File: src/rtl/decode_stage.sv
// decode_stage: RISC-V ID stage with register file, decoder, immediate generator and ID/EX register
module decode_stage #(
  parameter int DATA_W = 32,
  parameter int REG_AW = 5
) (
  input  logic              clk,
  input  logic              rst,
  input  logic [DATA_W-1:0] instruction,
  input  logic [DATA_W-1:0] pc,
  input  logic [DATA_W-1:0] pc4,
  input  logic              stall,
  input  logic              flush,
  input  logic              regwrite_w,
  input  logic [REG_AW-1:0] rd_w,
  input  logic [DATA_W-1:0] result_w,
  output logic [DATA_W-1:0] rd1_e,
  output logic [DATA_W-1:0] rd2_e,
  output logic [DATA_W-1:0] imm_e,
  output logic [DATA_W-1:0] pc_e,
  output logic [DATA_W-1:0] pc4_e,
  output logic [REG_AW-1:0] rs1_e,
  output logic [REG_AW-1:0] rs2_e,
  output logic [REG_AW-1:0] rd_e,
  output logic              regwrite_e,
  output logic              alusrc_e,
  output logic              memwrite_e,
  output logic              branch_e,
  output logic              jump_e,
  output logic [1:0]        resultsrc_e,
  output logic [2:0]        alucontrol_e,
  output logic              valid_e,
  output logic              illegal_e
);
  localparam logic [6:0] OP_LW = 7'b0000011, OP_SW = 7'b0100011, OP_R = 7'b0110011;
  localparam logic [6:0] OP_I = 7'b0010011, OP_BEQ = 7'b1100011, OP_JAL = 7'b1101111;
  localparam logic [2:0] ALU_ADD = 3'b000, ALU_SUB = 3'b001, ALU_AND = 3'b010;
  localparam logic [2:0] ALU_OR = 3'b011, ALU_SLT = 3'b101;
  localparam int IDEX_W = 5 * DATA_W + 3 * REG_AW + 12;
  logic [DATA_W-1:0] rf [2**REG_AW];
  logic [6:0] op;
  logic [2:0] f3;
  logic [REG_AW-1:0] rs1, rs2, rd;
  logic [DATA_W-1:0] rd1, rd2, imm, imm_i, imm_s, imm_b, imm_j;
  logic regwrite, alusrc, memwrite, branch, jump, legal, illegal;
  logic [1:0] resultsrc;
  logic [2:0] alu_ri, alucontrol;
  logic [IDEX_W-1:0] d, q;
  assign op  = instruction[6:0];
  assign f3  = instruction[14:12];
  assign rs1 = instruction[15 +: REG_AW];
  assign rs2 = instruction[20 +: REG_AW];
  assign rd  = instruction[7 +: REG_AW];
  assign imm_i = {{(DATA_W-12){instruction[31]}}, instruction[31:20]};
  assign imm_s = {{(DATA_W-12){instruction[31]}}, instruction[31:25], instruction[11:7]};
  assign imm_b = {{(DATA_W-12){instruction[31]}}, instruction[7], instruction[30:25], instruction[11:8], 1'b0};
  assign imm_j = {{(DATA_W-20){instruction[31]}}, instruction[19:12], instruction[20], instruction[30:21], 1'b0};
  // Reads see x0 as zero and forward a same-cycle write-back
  assign rd1 = rs1 == '0 ? '0 : (regwrite_w && rd_w == rs1) ? result_w : rf[rs1];
  assign rd2 = rs2 == '0 ? '0 : (regwrite_w && rd_w == rs2) ? result_w : rf[rs2];
  // Main decoder: control and immediate selection by opcode
  always_comb begin
    regwrite  = 1'b0;
    alusrc    = 1'b0;
    memwrite  = 1'b0;
    branch    = 1'b0;
    jump      = 1'b0;
    resultsrc = 2'b00;
    imm       = '0;
    legal     = 1'b1;
    case (op)
      OP_LW:  begin regwrite = 1'b1; alusrc = 1'b1; resultsrc = 2'b01; imm = imm_i; end
      OP_SW:  begin alusrc = 1'b1; memwrite = 1'b1; imm = imm_s; end
      OP_R:   regwrite = 1'b1;
      OP_I:   begin regwrite = 1'b1; alusrc = 1'b1; imm = imm_i; end
      OP_BEQ: begin branch = 1'b1; imm = imm_b; end
      OP_JAL: begin regwrite = 1'b1; resultsrc = 2'b10; jump = 1'b1; imm = imm_j; end
      default: legal = 1'b0;
    endcase
  end
  assign alu_ri = f3 == 3'b000 ? ((op == OP_R && instruction[30]) ? ALU_SUB : ALU_ADD) :
                  f3 == 3'b010 ? ALU_SLT : f3 == 3'b110 ? ALU_OR : f3 == 3'b111 ? ALU_AND : ALU_ADD;
  assign alucontrol = (op == OP_R || op == OP_I) ? alu_ri : op == OP_BEQ ? ALU_SUB : ALU_ADD;
  assign illegal = !legal && instruction != '0;
  assign d = {rd1, rd2, imm, pc, pc4, rs1, rs2, rd, regwrite, alusrc, memwrite, branch, jump,
              resultsrc, alucontrol, legal, illegal};
  assign {rd1_e, rd2_e, imm_e, pc_e, pc4_e, rs1_e, rs2_e, rd_e, regwrite_e, alusrc_e, memwrite_e,
          branch_e, jump_e, resultsrc_e, alucontrol_e, valid_e, illegal_e} = q;
  // Register file write-back; x0 is never written
  always_ff @(posedge clk or posedge rst) begin
    if (rst) for (int i = 0; i < 2**REG_AW; i++) rf[i] <= '0;
    else if (regwrite_w && rd_w != '0) rf[rd_w] <= result_w;
  end
  // ID/EX register: flush inserts a bubble and beats stall
  always_ff @(posedge clk or posedge rst) begin
    if (rst) q <= '0;
    else if (flush) q <= '0;
    else if (!stall) q <= d;
  end
endmodule

File: config.mk
export PLATFORM = sky130hd
export DESIGN_NAME = decode_stage
export DESIGN_NICKNAME = d
export VERILOG_FILES = /design/src/rtl/decode_stage.sv
export SDC_FILE = /design/constraint.sdc
export NUM_CORES = 2
export LEC_CHECK = 0
export CAP_MARGIN = 30
export CORE_ASPECT_RATIO = 1.75
export CORE_MARGIN = 2
export CORE_UTILIZATION = 30
export DETAILED_ROUTE_END_ITERATION = 12
export PLACE_DENSITY_LB_ADDON = 0.08
export SLEW_MARGIN = 10
export SYNTH_ARGS = -nofsm -noshare
export SYNTH_HDL_FRONTEND = slang
export SYNTH_SLANG_ARGS = --single-unit
File: constraint.sdc
create_clock -name clk -period 47.4 [get_ports clk]
set_clock_uncertainty 0.1 [all_clocks]
set_input_delay 9.48 -clock clk [delete_from_list [all_inputs] [get_ports clk]]
set_output_delay 9.48 -clock clk [all_outputs]
set_load 0.005 [all_outputs]
* Word level (Yosys, flattened, before mapping)
Cells that the tools add are included.
** Word-level totals
- Bits in registers :: 1211
- Input port bits :: 138
- Output and inout port bits :: 187
- Word-level logic and storage cells :: 99
** Cells by class
- $lt $le $gt $ge :: 4
- Eq/ne operators :: 12
- Mux-type cells :: 30
- Bitwise logic cells :: 3
- Reduce and logical (&&, ||, !) cells :: 17
** Operators with widths (number)
- bitwise mux 1024 bit :: 1
- 2-to-1 mux 187 bit :: 2
- binary-select mux 32 bit (select 5 bit) :: 2
- 2-to-1 mux 32 bit :: 9
- demux 32 bit (select 5 bit) :: 1
- case mux 32 bit (4 select lines) :: 1
- nonzero test 32 bit :: 1
- >= comparator 6 bit (second input constant) :: 3
- inverter 5 -> 6 bit :: 3
- == test 7 x 6 -> 1 bit (second input constant) :: 2
- == test 7 bit (second input constant) :: 2
- == test 5 bit :: 2
- logical NOT 5 bit :: 2
- 2-to-1 mux 3 bit :: 3
- 2-to-1 mux 1 bit :: 8
- == test 7 x 2 -> 1 bit (second input constant) :: 1
- == test 7 x 5 -> 1 bit (second input constant) :: 1
- == test 3 bit (second input constant) :: 2
- logical AND 1 bit :: 6
- < comparator 6 x 1 -> 1 bit (second input constant) :: 1
- OR reduction 6 bit :: 1
- nonzero test 5 bit :: 1
- 2-to-1 mux 2 bit :: 2
- case mux 2 bit (2 select lines) :: 1
- 8 further kinds :: 8

* Longest topological paths before layout
- Word-level depth :: 8
- Depth in mapped cells :: 10
- Mapped depth without buffers :: 5

* Least setup slack after synthesis
OpenSTA, ideal clock, no wires.
- Path type :: input port to flip-flop
- From :: input port instruction[20]
- To :: register q[125]
- Setup time :: 0.126 ns
- Arrival :: 11.190 ns
- Data required time :: 47.174 ns
- Path slack :: 35.984 ns
- Cell stages on the path :: 8
- Buffers on the path :: 4
- Path through :: clkbuf_2 buf_6 buf_4 buf_2 mux4_2 o22ai_1 nor4_1 a221o_1
** Between the ends
- Cells in the longest elaborated chain, start to end :: 8
- Elaborated cells on any way between the ends :: 11
- Classes of those cells :: eq/ne: 1; mux: 7; bitwise: 1; reduce/logical: 2
** RTL lines
- start, declared :: line 8 : input logic [DATA_W-1:0] instruction,
- inverter 5 -> 6 bit (implied by the code) :: line 59 : assign rd2 = rs2 == '0 ? '0 : (regwrite_w && rd_w == rs2) ? result_w : rf[rs2];
- binary-select mux 32 bit (select 5 bit) :: line 59
- 2-to-1 mux 32 bit (implied by the code) (2 in series) :: line 59
- 2-to-1 mux 32 bit :: line 59
- 2-to-1 mux 32 bit * :: line 59
- 2-to-1 mux 187 bit * :: line 97 : else if (!stall) q <= d;
- 2-to-1 mux 187 bit * :: line 96 : else if (flush) q <= '0;
- end signal, assigned :: line 95 : if (rst) q <= '0;
- end signal, assigned :: line 96
- end signal, assigned :: line 97
- end, declared :: line 47 : logic [IDEX_W-1:0] d, q;
Mark *: on every way between the ends. The rest lies on a longest branch, timed or not. The select of a mux whose other input is x is not followed.
A chain may end at the register's enable or synchronous reset.

* Worst setup path in the final report
- From :: input port instruction[16]
- To :: register q[186]
** Between the ends
- Cells in the longest elaborated chain, start to end :: 8
- Elaborated cells on any way between the ends :: 11
- Classes of those cells :: eq/ne: 1; mux: 7; bitwise: 1; reduce/logical: 2
** RTL lines
- inverter 5 -> 6 bit (implied by the code) :: line 58 : assign rd1 = rs1 == '0 ? '0 : (regwrite_w && rd_w == rs1) ? result_w : rf[rs1];
- binary-select mux 32 bit (select 5 bit) :: line 58
- 2-to-1 mux 32 bit (implied by the code) (2 in series) :: line 58
- 2-to-1 mux 32 bit :: line 58
- 2-to-1 mux 32 bit * :: line 58
- 2-to-1 mux 187 bit * :: line 97
- 2-to-1 mux 187 bit * :: line 96
Marked as above.

==> metrics.log <==
INFO  metric status = complete, no violations
INFO  metric synth_warnings = 0
INFO  metric maxCapViolations = 0
INFO  metric dr.first_iter.drc_count = 2490
INFO  metric max-slew-margin-rel = 0.299
INFO  metric drive_above_1_share = 0.431
INFO  metric clock_path_buffers = 4
INFO  metric setup.worst_path.start_class = primary input
INFO  metric preCtsSetupSlack = 33.14 ns
INFO  metric syn_to_final_growth = 17.5%
INFO  metric synthesis.area_per_instance = 14.8 um^2
INFO  metric total_global_route_track_usage = 0.239
INFO  metric grt_setup_unrepaired = false
INFO  metric p_clk_frac = 0.371
INFO  metric achievable-frequency = 75.7 MHz
INFO  metric routed-via-count = 39.9k
INFO  metric comb_power_share = 0.186
INFO  metric syn-num-nets = 4267
INFO  metric gp_routability_congestion = 0.762
INFO  metric drv_slew = 0
INFO  metric rr_startpoint = rf[327]
INFO  metric synth.lib_cells_used.distinct = 62
INFO  metric crit_chain = buf_8 > buf_4 > buf_4 > buf_4 > mux4_2 > a22oi_1 > nand2_1 > a2111oi_0 > o21ai_1
INFO  metric syn-cell-area = 61200 um^2
INFO  metric cts.reportedPaths.clkPinSlew = 0.06 ns
INFO  metric floorplan.initialDensity = 0.301
INFO  metric share_seq_of_total_power = 0.443
INFO  metric final_hold_viol_count = 0
INFO  metric drcViolationCount = 0
INFO  metric layout.cells.most_common = dfrtp_1
INFO  metric synth_sequential_area_ratio = 0.490
INFO  metric crit_share_post_route = 0.279
INFO  metric finalPower = 3.00 mW
INFO  metric worst_ir_drop_vdd = 0.0238 mV
INFO  metric synthCells = 4129
INFO  metric final_period_minus_worst_setup_slack = 13.21 ns
INFO  metric p_sw = 0.825 mW
INFO  metric post_drt_via_cell_ratio = 5.67
INFO  metric synth.ff_latch_count = 1199
INFO  metric detailedRoute.firstPassIterationCount = 5
INFO  metric cts_tree = yes
INFO  metric cp.required = 47.96 ns
INFO  metric portbufs = 324
INFO  metric die-height = 601 um
INFO  metric ctsResizeCount = 0
INFO  metric leakage_power_total = 30.5 nW
INFO  metric clock-sinks = 1199
INFO  metric clock_insertion_delay_worst_skew = 0.79 ns
INFO  metric first_global_vias = 42.3k
INFO  metric boundaryPins = 325
INFO  metric placedInstanceArea = 67300 um^2
INFO  metric fillerInstances = 19.5k
INFO  metric post-route-worst-setup-slack = 34.19 ns
INFO  metric core = 203000 um^2
INFO  metric postRouteAntennaNets = 0
INFO  metric cell_internal_power_dissipation = 2.18 mW
INFO  metric final.setup.tns = 0 ns
INFO  metric power.density_cell_area = 41.7 nW/um^2
INFO  metric timing.critical_path.max_delay_family = buffers and inverters
INFO  metric ys_async_sr_fraction = 1.00
INFO  metric die_area = 208000 um^2
INFO  metric top_library_cells_by_usage_in_the_layout_fill_and_taps_aside = dfrtp_1 (1199), mux2_2 (969), mux4_2 (495)
INFO  metric p_sw_frac = 0.275
INFO  metric critPathLaunch = instruction[16]
INFO  metric worst_path_arrival = 13.78 ns
INFO  metric synth_top_flop_cell = dfrtp_1
INFO  metric path_max_fanout = 50
INFO  metric grt_remaining_overflow = 0
INFO  metric hold_path.class = flip-flop to flip-flop
INFO  metric grt_first_pass_wirelength = 353 mm
INFO  metric number_of_synthesized_flops_with_an_enable_pin = 0
INFO  metric setup_violations = 0
INFO  metric dpl.hpwl = 150 mm
INFO  metric worst_setup_path_end_kind = flip-flop
INFO  metric die_width = 345 um
INFO  metric routed_wl = 250 mm
INFO  metric timing.critical_path.mode_cell = buf_4
INFO  metric initial_antenna_violation_count = 11
INFO  metric critical_path_class = primary input to flip-flop
INFO  metric tightestPinTransition = 1.05 ns
INFO  metric postLayoutCoreUtil = 0.354
INFO  metric clk_root_buffer_cell = clkbuf_16
INFO  metric hold_fix_buffer_count_after_cts = 0
INFO  metric fp-row-count = 219
INFO  metric stdcell_area = 71900 um^2
INFO  metric final_nets = 4420
INFO  metric worst_path_largest_cell_delay = 0.82 ns
INFO  metric routed_wire_length_per_instance = 35.5 um
INFO  metric critical_path_slowest_stage_cell = buf_4
INFO  metric postCtsSetupBuffers = 0
INFO  metric holdCritStartpoint = rf[1023]
INFO  metric worstPathBufferInverterCount = 4
INFO  metric htree_levels = 4
INFO  metric grt_start_max_net_pins = 149
INFO  metric total_clock_buffers_created_by_cts = 139
-- flip-flops by register name (all words and copies together), names as in the netlist --
name	cells
q	175
rf	1024
-- through the flow --
stage	hold WS (ns)	instances
after floorplan	0.341	4129
after global placement	0.279	6774
after detailed placement	0.284	6790
after CTS	0.299	7028
after global routing	0.316	7032
final	0.295	7036
-- cell usage after synthesis (3+ instances only) --
master     count  area share
nor3b_1        7     0.00086
nand2b_1       9     0.00092
mux2_2       969        0.18
nand2_1       83      0.0051
or2_2          3     0.00031
buf_4         41      0.0050
nor2b_1       19      0.0019
clkbuf_1     243       0.015
dfrtp_1     1199        0.49
mux2i_1      186       0.030
or4_1         14      0.0017
a21oi_1       25      0.0020
buf_2        124       0.010
a32oi_1       18      0.0026
a211oi_1      22      0.0027
mux2_1        33      0.0061
o211ai_1       4     0.00049
nor4_1        40      0.0041
mux4_2       495        0.18
and2_1        21      0.0021
a2111oi_0      4     0.00057
a22oi_1       34      0.0042
xnor2_1       10      0.0014
o21ai_1       36      0.0029
o21ai_0       36      0.0029
a22o_1        46      0.0066
a221oi_1       4     0.00057
nand4_1       11      0.0011
inv_1         11     0.00067
nor3_1        15      0.0012
o22ai_1      109       0.011
buf_1         42      0.0026
buf_6         15      0.0028
nand3_1       18      0.0015
nor2_1       116      0.0071
a221o_1       33      0.0054
-- cells by family (layout without fill, tap and decap cells) --
kind of cell	count (synthesis)	in the layout	synth area share
other	0	5	0
flip-flops	1199	1199	0.490
multiplexers	1683	1683	0.397
AO/OA/AOI/OAI	392	392	0.0453
AND/OR/NAND/NOR	367	367	0.0296
buffers and inverters	478	728	0.0363
XOR/XNOR	10	10	0.00143
-- final timing paths --
kind,to,slack (ns),depth (start not counted)
worst max-delay path,q[186],34.19,9
worst min-delay path,rf[1023],0.29,0
worst max register to register,q[130],45.31,5
worst min register to register,rf[1023],0.29,0
max in group asynchronous,rf[374],34.38,7
min in group asynchronous,rf[905],8.95,2
-- routing by layer --
metal	wire length, um	global-route usage	vias to the layer above	share of wire
met5	45	0	-	0.00018
met3	11500	0.0351	388	0.046
met4	9470	0.0853	8	0.038
met2	125000	0.410	1245	0.50
met1	104000	0.305	22081	0.42
li1	-	-	16191	-
-- power groups by stage --
stage,sequential [mW],combinational (mW),clock (mW)
2_1_floorplan,1.30,0.413,0
5_1_grt,1.35,0.598,1.18
3_5_place_dp,1.35,0.565,0
4_1_cts,1.33,0.567,1.15
3_3_place_gp,1.34,0.555,0
6_report,1.33,0.559,1.11
-- final cells by class --
class	count	area [um^2]	area share
Sequential cell	1199	30000	0.417
Multi-Input combinational cell	2452	29300	0.407
Timing Repair Buffer	479	4710	0.0655
Clock buffer	203	4110	0.0571
Tap cell	2652	3320	0.0461
Clock inverter	35	418	0.00581
Inverter	11	48.8	0.000679
Antenna cell	5	12.5	0.000174
Power figures use the tool's default switching activity.
